### config.mk
export PLATFORM = sky130hd
export DESIGN_NAME = alu_16_sched
export DESIGN_NICKNAME = d
export VERILOG_FILES = /design/src/rtl/alu_16_sched.sv
export SDC_FILE = /design/constraint.sdc
export NUM_CORES = 1
export LEC_CHECK = 0
export ABC_AREA = 0
export CORE_ASPECT_RATIO = 1.75
export CORE_UTILIZATION = 39
export CTS_BUF_LIST = sky130_fd_sc_hd__clkbuf_8
export DETAILED_ROUTE_END_ITERATION = 8
export MAX_ROUTING_LAYER = met4
export PLACE_DENSITY = 0.88
export SLEW_MARGIN = 10
export SYNTH_ARGS = -nofsm -noshare
export SYNTH_HDL_FRONTEND = slang
export SYNTH_SLANG_ARGS = --single-unit
### constraint.sdc
create_clock -name clk -period 4.5 [get_ports clk]
set_input_delay 0.45 -clock clk [delete_from_list [all_inputs] [get_ports clk]]
set_output_delay 0.45 -clock clk [all_outputs]
set_load 0.02 [all_outputs]
### src/rtl/alu_16_sched.sv
// Round-robin scheduler sharing one combinational 16-bit ALU among NUM_REQ requesters.
// Operands are registered, held for SETTLE_CYCLES, then the ALU result is captured and returned.
module alu_16_sched #(
   parameter int unsigned NUM_REQ       = 4,
   parameter int unsigned SETTLE_CYCLES = 2,
   parameter int unsigned ID_W          = $clog2(NUM_REQ)
) (
   input  logic                   clk,
   input  logic                   reset_n,
   input  logic [NUM_REQ-1:0]     req_valid,
   output logic [NUM_REQ-1:0]     req_ready,
   input  logic [NUM_REQ*16-1:0]  req_a,
   input  logic [NUM_REQ*16-1:0]  req_b,
   input  logic [NUM_REQ-1:0]     req_mode,
   input  logic [NUM_REQ*4-1:0]   req_sel,
   input  logic [NUM_REQ-1:0]     req_cin,
   output logic [15:0]            alu_a,
   output logic [15:0]            alu_b,
   output logic                   alu_mode,
   output logic [3:0]             alu_sel,
   output logic                   alu_cin,
   input  logic [15:0]            alu_result,
   input  logic                   alu_cout,
   output logic                   rsp_valid,
   input  logic                   rsp_ready,
   output logic [ID_W-1:0]        rsp_id,
   output logic [15:0]            rsp_result,
   output logic                   rsp_cout,
   output logic                   busy
);

   localparam int unsigned CntW = (SETTLE_CYCLES > 1) ? $clog2(SETTLE_CYCLES) : 1;
   localparam int unsigned SumW = ID_W + 1;

   typedef enum logic [1:0] {StIdle, StExec, StResp} state_e;

   state_e            state_q, state_d;
   logic [ID_W-1:0]   ptr_q, ptr_d;
   logic [CntW-1:0]   cnt_q, cnt_d;
   logic [ID_W-1:0]   id_q;
   logic [15:0]       a_q, b_q, res_q;
   logic              mode_q, cin_q, cout_q;
   logic [3:0]        sel_q;

   logic              found;
   logic [ID_W-1:0]   win;
   logic [SumW-1:0]   scan_sum;
   logic [ID_W-1:0]   scan_idx;
   logic [15:0]       win_a, win_b;
   logic              win_mode, win_cin;
   logic [3:0]        win_sel;
   logic              load, capture;

   // First valid requester at or after ptr, wrapping modulo NUM_REQ.
   always_comb begin
      found    = 1'b0;
      win      = '0;
      scan_sum = '0;
      scan_idx = '0;
      for (int unsigned k = 0; k < NUM_REQ; k++) begin
         scan_sum = SumW'(ptr_q) + SumW'(k);
         if (scan_sum >= SumW'(NUM_REQ)) begin
            scan_sum = scan_sum - SumW'(NUM_REQ);
         end
         scan_idx = scan_sum[ID_W-1:0];
         if (!found && req_valid[scan_idx]) begin
            found = 1'b1;
            win   = scan_idx;
         end
      end
   end

   always_comb begin
      win_a    = '0;
      win_b    = '0;
      win_mode = 1'b0;
      win_sel  = '0;
      win_cin  = 1'b0;
      for (int unsigned i = 0; i < NUM_REQ; i++) begin
         if (win == ID_W'(i)) begin
            win_a    = req_a[16*i +: 16];
            win_b    = req_b[16*i +: 16];
            win_mode = req_mode[i];
            win_sel  = req_sel[4*i +: 4];
            win_cin  = req_cin[i];
         end
      end
   end

   always_comb begin
      state_d   = state_q;
      ptr_d     = ptr_q;
      cnt_d     = cnt_q;
      load      = 1'b0;
      capture   = 1'b0;
      req_ready = '0;
      unique case (state_q)
         StIdle: begin
            if (found) begin
               req_ready[win] = 1'b1;
               load           = 1'b1;
               cnt_d          = CntW'(SETTLE_CYCLES - 1);
               state_d        = StExec;
            end
         end
         StExec: begin
            if (cnt_q == '0) begin
               capture = 1'b1;
               state_d = StResp;
            end else begin
               cnt_d = cnt_q - 1'b1;
            end
         end
         StResp: begin
            // Pointer advances only on completion so a stalled response keeps fairness intact.
            if (rsp_ready) begin
               ptr_d   = (id_q == ID_W'(NUM_REQ - 1)) ? '0 : id_q + 1'b1;
               state_d = StIdle;
            end
         end
         default: state_d = StIdle;
      endcase
   end

   always_ff @(posedge clk or negedge reset_n) begin
      if (!reset_n) begin
         state_q <= StIdle;
         ptr_q   <= '0;
         cnt_q   <= '0;
         id_q    <= '0;
         a_q     <= '0;
         b_q     <= '0;
         mode_q  <= 1'b0;
         sel_q   <= '0;
         cin_q   <= 1'b0;
         res_q   <= '0;
         cout_q  <= 1'b0;
      end else begin
         state_q <= state_d;
         ptr_q   <= ptr_d;
         cnt_q   <= cnt_d;
         if (load) begin
            id_q   <= win;
            a_q    <= win_a;
            b_q    <= win_b;
            mode_q <= win_mode;
            sel_q  <= win_sel;
            cin_q  <= win_cin;
         end
         if (capture) begin
            res_q  <= alu_result;
            cout_q <= alu_cout;
         end
      end
   end

   assign alu_a      = a_q;
   assign alu_b      = b_q;
   assign alu_mode   = mode_q;
   assign alu_sel    = sel_q;
   assign alu_cin    = cin_q;
   assign rsp_valid  = (state_q == StResp);
   assign rsp_id     = id_q;
   assign rsp_result = res_q;
   assign rsp_cout   = cout_q;
   assign busy       = (state_q != StIdle);

endmodule

==> flow_metrics.tcl, run 1 <==
set metrics [dict create \
    grt_pass1_vias 3596 \
    tightest_slew_ns 0.897 \
    cts_sinks 62 \
    pwr-share-clk_pct 12.7 \
    yosysWarnings 0 \
    drv_cap 0 \
    clk_latency_ns 0.34 \
    dpl_cell_area_um2 5950 \
    ios 239 \
    syn-num-nets 476 \
    swShare_pct 41.6 \
    layout-drive-gt1-share_pct 12.1 \
    fin_cells 654 \
    cts_made_buffers 9 \
    seq_area_frac_synth_pct 44.8 \
    cts_hold_buf 0 \
    vias_per_cell 5.15 \
    ctsResizeCount 0 \
    ys_ff_latch 62 \
    crit_fanout 23 \
    slew_violations 0 \
    layout_common_cells "237 x clkdlybuf4s50_1, 77 x mux2i_1, 62 x dfrtp_1" \
    finalSetupTns_ns 0 \
    syn_area_per_cell_um2 11.6 \
    ff2ff_path_depth 6 \
    dr.pass1.iters 4 \
    clk_pin_slew_ns 0.07 \
    drcViolationCount 0 \
    setup.worst_path.start "req_valid[1]" \
    rows 45 \
    clock_path_buffers 2 \
    groute.usage.overall_pct 26.2 \
    finClkSkew_ns 0.00799 \
    cellPowerDensity_nw_per_um2 629 \
    crit_path_end_kind "primary output" \
    die_height_um 127 \
    power_leakage_uw 0.00253 \
    die_w_um 73.3 \
    seqPwrFrac_pct 26.7 \
    timing.rr.start "ptr_q[1]" \
    hold_violations 0 \
    layout_commonest_cell "clkdlybuf4s50_1" \
    routed_wl_mm 11.8 \
    synth_area_um2 3460 \
    crit_top_cell "clkdlybuf4s50_1" \
    cp.arrival_ns 3.21 \
    cts_tree "built" \
    vias 3369 \
    area_growth_pct 77.6 \
    period_share_pct 81.3 \
    critPathRequiredTime_ns 4.05 \
    grt_setup_unrepaired "no" \
    p_sw_uw 1610 \
    postCtsSetupBuffers 0 \
    final_cell_area_um2 6150 \
    cpMaxStageDelayCell "nor4_1" \
    comb_power_share_pct 60.7 \
    io_buffer_count 238 \
    detail-route-antenna-nets 0 \
    internal-power_uw 2260 \
    relSlewSlack_pct 40.2 \
    overflow 0 \
    initial_core_util_pct 40.0 \
    antenna_cells 0 \
    status "finished, final reports clean" \
    startpoint_type "input pin" \
    clockRootBuffer "clkbuf_8" \
    die_area_um2 9280 \
    grt_pass1_wl_mm 17.6 \
    place_congestion 0.867 \
    cp_cell_sequence "clkdlybuf4s50_1 > nor4_1 > or2_0 > buf_4 > or3_4 > nor2_1 > clkdlybuf4s50_1" \
    dp_hpwl_mm 9.15 \
    routedWlPerCell_um 18.0 \
    critPathKind "input pin to primary output" \
    ys_types 29 \
    ir_drop_uv 446 \
    clock.fmax_ghz 0.273 \
    finalCriticalPeriod_ns 3.66 \
    hold_class "input pin to async pin" \
    htree_levels 3 \
    setup_viol_count_final 0 \
    grt_antenna_before_repair 0 \
    grt_max_degree 63 \
    final_net_count 709 \
    post-place-cells 638 \
    power_uw 3870 \
    max_stage_delay_ns 0.61 \
    coreArea_um2 8670 \
    drtIter0Drc 170 \
    holdWs_ns 0.259 \
    synthCells 299 \
]
==> final timing paths <==
kind                                      to  slack [ns]
worst max register to register      alu_a[0]        2.05
worst min-delay path                alu_b[1]        0.26
min in group clk                  state_q[0]        0.49
worst min register to register    state_q[0]        0.49
worst max-delay path            req_ready[1]        0.84
max in group asynchronous           alu_b[9]        3.70
==> power groups by stage <==
stage | clock network [µW] | registers, µW | logic [µW]
floorplan | 0 | 1320 | 1080
global placement | 0 | 1020 | 2300
detailed placement | 0 | 1040 | 2360
CTS | 506 | 1030 | 2370
global route | 525 | 1060 | 2500
finish | 490 | 1030 | 2350
==> per-stage QoR <==
step	utilization (%)	setup slack, ns
4_1_cts	70.9	0.809
5_1_grt	71.0	0.698
3_5_place_dp	68.6	0.810
2_1_floorplan	-	2.12
3_3_place_gp	68.6	0.934
6_report	71.0	0.841
==> cell usage after synthesis <==
master	n	area share, %
o221ai_1	1	0.25
buf_6	2	0.65
or2_0	1	0.18
nand2b_1	2	0.36
o31ai_1	1	0.22
inv_1	3	0.33
o221ai_2	18	7.8
a2bb2oi_1	1	0.25
or2_1	1	0.18
o21a_1	1	0.22
mux2i_1	77	22
dfrtp_1	62	45
mux2_2	18	5.9
nand2_1	27	2.9
nor2b_1	1	0.18
and2_1	2	0.36
a21o_1	1	0.22
clkbuf_1	7	0.76
a21oi_1	5	0.72
or3_4	1	0.33
nor3_1	1	0.14
nor4_1	1	0.18
nand3b_1	1	0.22
ha_1	1	0.36
a221oi_1	19	4.8
nor2_1	28	3.0
a32o_1	1	0.29
o21ai_0	1	0.14
buf_2	14	2.0
==> flip-flops by register name, summed over array words and instances (netlist names), 2 cells and up <==
register,flops
alu_a,16
alu_b,16
rsp_result,16
alu_sel,4
ptr_q,2
rsp_id,2
state_q,2
==> critical path, delay by kind of cell <==
| kind | cells | cell delay (ns) |
|---|---|---|
| and+or+nand+nor | 4 | 1.40 |
| buffers and inverters | 3 | 1.35 |
==> kinds of logic after synthesis <==
| group | after synthesis | synth area share (%) |
|---|---|---|
| AOI/OAI and AO/OA | 49 | 14.9 |
| adders and majority gates | 1 | 0.361 |
| buffers and inverters | 26 | 3.76 |
| DFF | 62 | 44.8 |
| muxes | 95 | 28.1 |
| and+or+nand+nor | 66 | 8.09 |
==> per-layer routing <==
layer  GRT usage (%)  wire [µm]  vias up
met5               -          0        -
met4            12.8        395        0
met3            4.45        706       29
met2            47.2       6490      159
met1            26.4       4170     1600
li1                -          -     1581
==> cell type report <==
type / count / area [µm²]
clock inverter: 7 / 73.8
multi-input combinational: 211 / 1820
tap: 117 / 146
sequential: 62 / 1550
inverter: 3 / 11.3
timing repair buffer: 245 / 2430
clock buffer: 9 / 124
fill: 685 / 2520
Power figures use the tool's default switching activity.
==> run 2, diff against run 1 <==
- CORE_UTILIZATION: 39 -> 33
- PLACE_DENSITY: 0.88 -> 0.79
- clock period: 4.5 -> 3.2 ns (I/O delays scaled with it)
==> run 2 against run 1 <==
Effect of this change: count of clock-buffer cells in the layout up 3; non-clock buffer count rose by 4; setup slack got worse by 0.49 ns; core utilization shrank 11 points; flip-flop and latch count is the same; power grew 40%; sequential power up 39%; largest cell class unchanged; highest routed layer unchanged.
==> flow_metrics.tcl, run 2 (synthesis gave the netlist of run 1 again) <==
set metrics [dict create \
    grt_max_degree 45 \
    post-place-ws_ns 0.441 \
    drv_cap 0 \
    clock.fmax_ghz 0.351 \
    cellPowerDensity_nw_per_um2 875 \
    clk_pin_slew_ns 0.07 \
    comb_power_share_pct 61.7 \
    critPathRequiredTime_ns 2.88 \
    dpl_cell_area_um2 6000 \
    hold_class "input pin to async pin" \
    ctsResizeCount 0 \
    grt_setup_unrepaired "no" \
    overflow 0 \
    fill_cells 847 \
    max_stage_delay_ns 0.65 \
    io_buffer_count 238 \
    period_share_pct 88.9 \
    crit_path_end_kind "primary output" \
    clk_latency_ns 0.34 \
    ir_drop_uv 547 \
    fin_util_pct 60.5 \
    groute.usage.overall_pct 23.2 \
    internal-power_uw 3190 \
    hold_violations 0 \
    final_cell_area_um2 6190 \
    routed_wl_mm 12.2 \
    die_area_um2 10900 \
    setup_viol_count_final 0 \
    finalCriticalPeriod_ns 2.85 \
    rows 49 \
    finalSetupTns_ns 0 \
    ios 239 \
    regArea_um2 1550 \
    layout_commonest_cell "clkdlybuf4s50_1" \
    dr.pass1.iters 4 \
    antenna_cells 0 \
    vias_per_cell 5.04 \
    dp_hpwl_mm 9.59 \
    drcViolationCount 0 \
    drtIter0Drc 115 \
    final_net_count 713 \
    layout-drive-gt1-share_pct 12.4 \
    area_growth_pct 78.7 \
    pwr-share-clk_pct 12.0 \
    p_sw_uw 2230 \
    status "finished, final reports clean" \
    finalWorstSetupSlack_ns 0.355 \
    htree_levels 3 \
    seqPwrFrac_pct 26.3 \
    cts_made_buffers 9 \
    path_buf_inv 1 \
    crit_family "simple AND/OR/NAND/NOR gates" \
    slew_violations 0 \
    vias 3370 \
    relSlewSlack_pct 32.8 \
    grt_pass1_wl_mm 18.5 \
    tightest_slew_ns 1.01 \
    routedWlPerCell_um 18.3 \
    finClkSkew_ns 0.00804 \
    critPathKind "register to primary output" \
    startpoint_type "register" \
    grt_antenna_before_repair 0 \
    grt_pass1_vias 3582 \
    coreArea_um2 10200 \
    multi_input_area_um2 1810 \
    cp.arrival_ns 2.53 \
    crit_fanout 5 \
    clockRootBuffer "clkbuf_8" \
    power_leakage_uw 0.00256 \
    postCtsSetupBuffers 0 \
    initial_core_util_pct 33.8 \
    die_w_um 79.5 \
    die_height_um 138 \
    detail-route-antenna-nets 0 \
    cts_sinks 62 \
    cp_cell_sequence "or2_1 > or2_0 > or3_4 > nor2_1 > clkdlybuf4s50_1" \
    cts_tree "built" \
    layout_common_cells "237 x clkdlybuf4s50_1, 77 x mux2i_1, 62 x dfrtp_1" \
    place_congestion 0.786 \
    swShare_pct 41.2 \
    clock_path_buffers 2 \
    cpMaxStageDelayCell "clkdlybuf4s50_1" \
    cts_hold_buf 0 \
]
-- run 2: layout make-up --
cell class                 instances  area share (%)
tap                              127            2.57
clock buffer                      12            2.67
multi-input combinational        211            29.2
sequential                        62            25.1
inverter                           3           0.182
clock inverter                     4           0.344
timing repair buffer             249            39.9
-- run 2: final timing paths --
| kind | depth (start not counted) | slack, ns | startpoint | endpoint |
|---|---|---|---|---|
| worst max-delay path | 5 | 0.35 | state_q[0] | req_ready[1] |
| max in group asynchronous | 2 | 2.19 | reset_n | rsp_result[12] |
| min in group clk | 1 | 0.48 | state_q[1] | state_q[0] |
| worst min-delay path | 1 | 0.15 | reset_n | alu_cin |
| worst max register to register | 6 | 0.87 | ptr_q[1] | alu_b[7] |
| worst min register to register | 1 | 0.48 | state_q[1] | state_q[0] |
-- run 2: routing by layer --
metal  vias up  wire length, µm  part of all wire [%]  GRT usage [%]
met3        13              787                   6.4           5.76
met5         -                0                     0              -
li1       1597                -                     -              -
met1      1609             4240                    35           22.9
met2       151             7040                    58           43.7
met4         0              161                   1.3           6.87
-- run 2: power by group through the flow --
stage / Combinational (µW) / Clock (µW) / Sequential, µW
2_1_floorplan: 1520 / 0 / 1860
3_3_place_gp: 3310 / 0 / 1420
3_5_place_dp: 3380 / 0 / 1440
4_1_cts: 3390 / 664 / 1430
5_1_grt: 3570 / 697 / 1480
6_report: 3340 / 650 / 1430
-- run 2: stage by stage --
| step | total power (µW) | hold slack, ns | std cells |
|---|---|---|---|
| 2_1_floorplan | 3370 | 0.0244 | 299 |
| 3_3_place_gp | 4730 | 0.455 | 652 |
| 3_5_place_dp | 4820 | 0.468 | 652 |
| 4_1_cts | 5480 | 0.169 | 668 |
| 5_1_grt | 5740 | 0.229 | 668 |
| 6_report | 5420 | 0.150 | 668 |
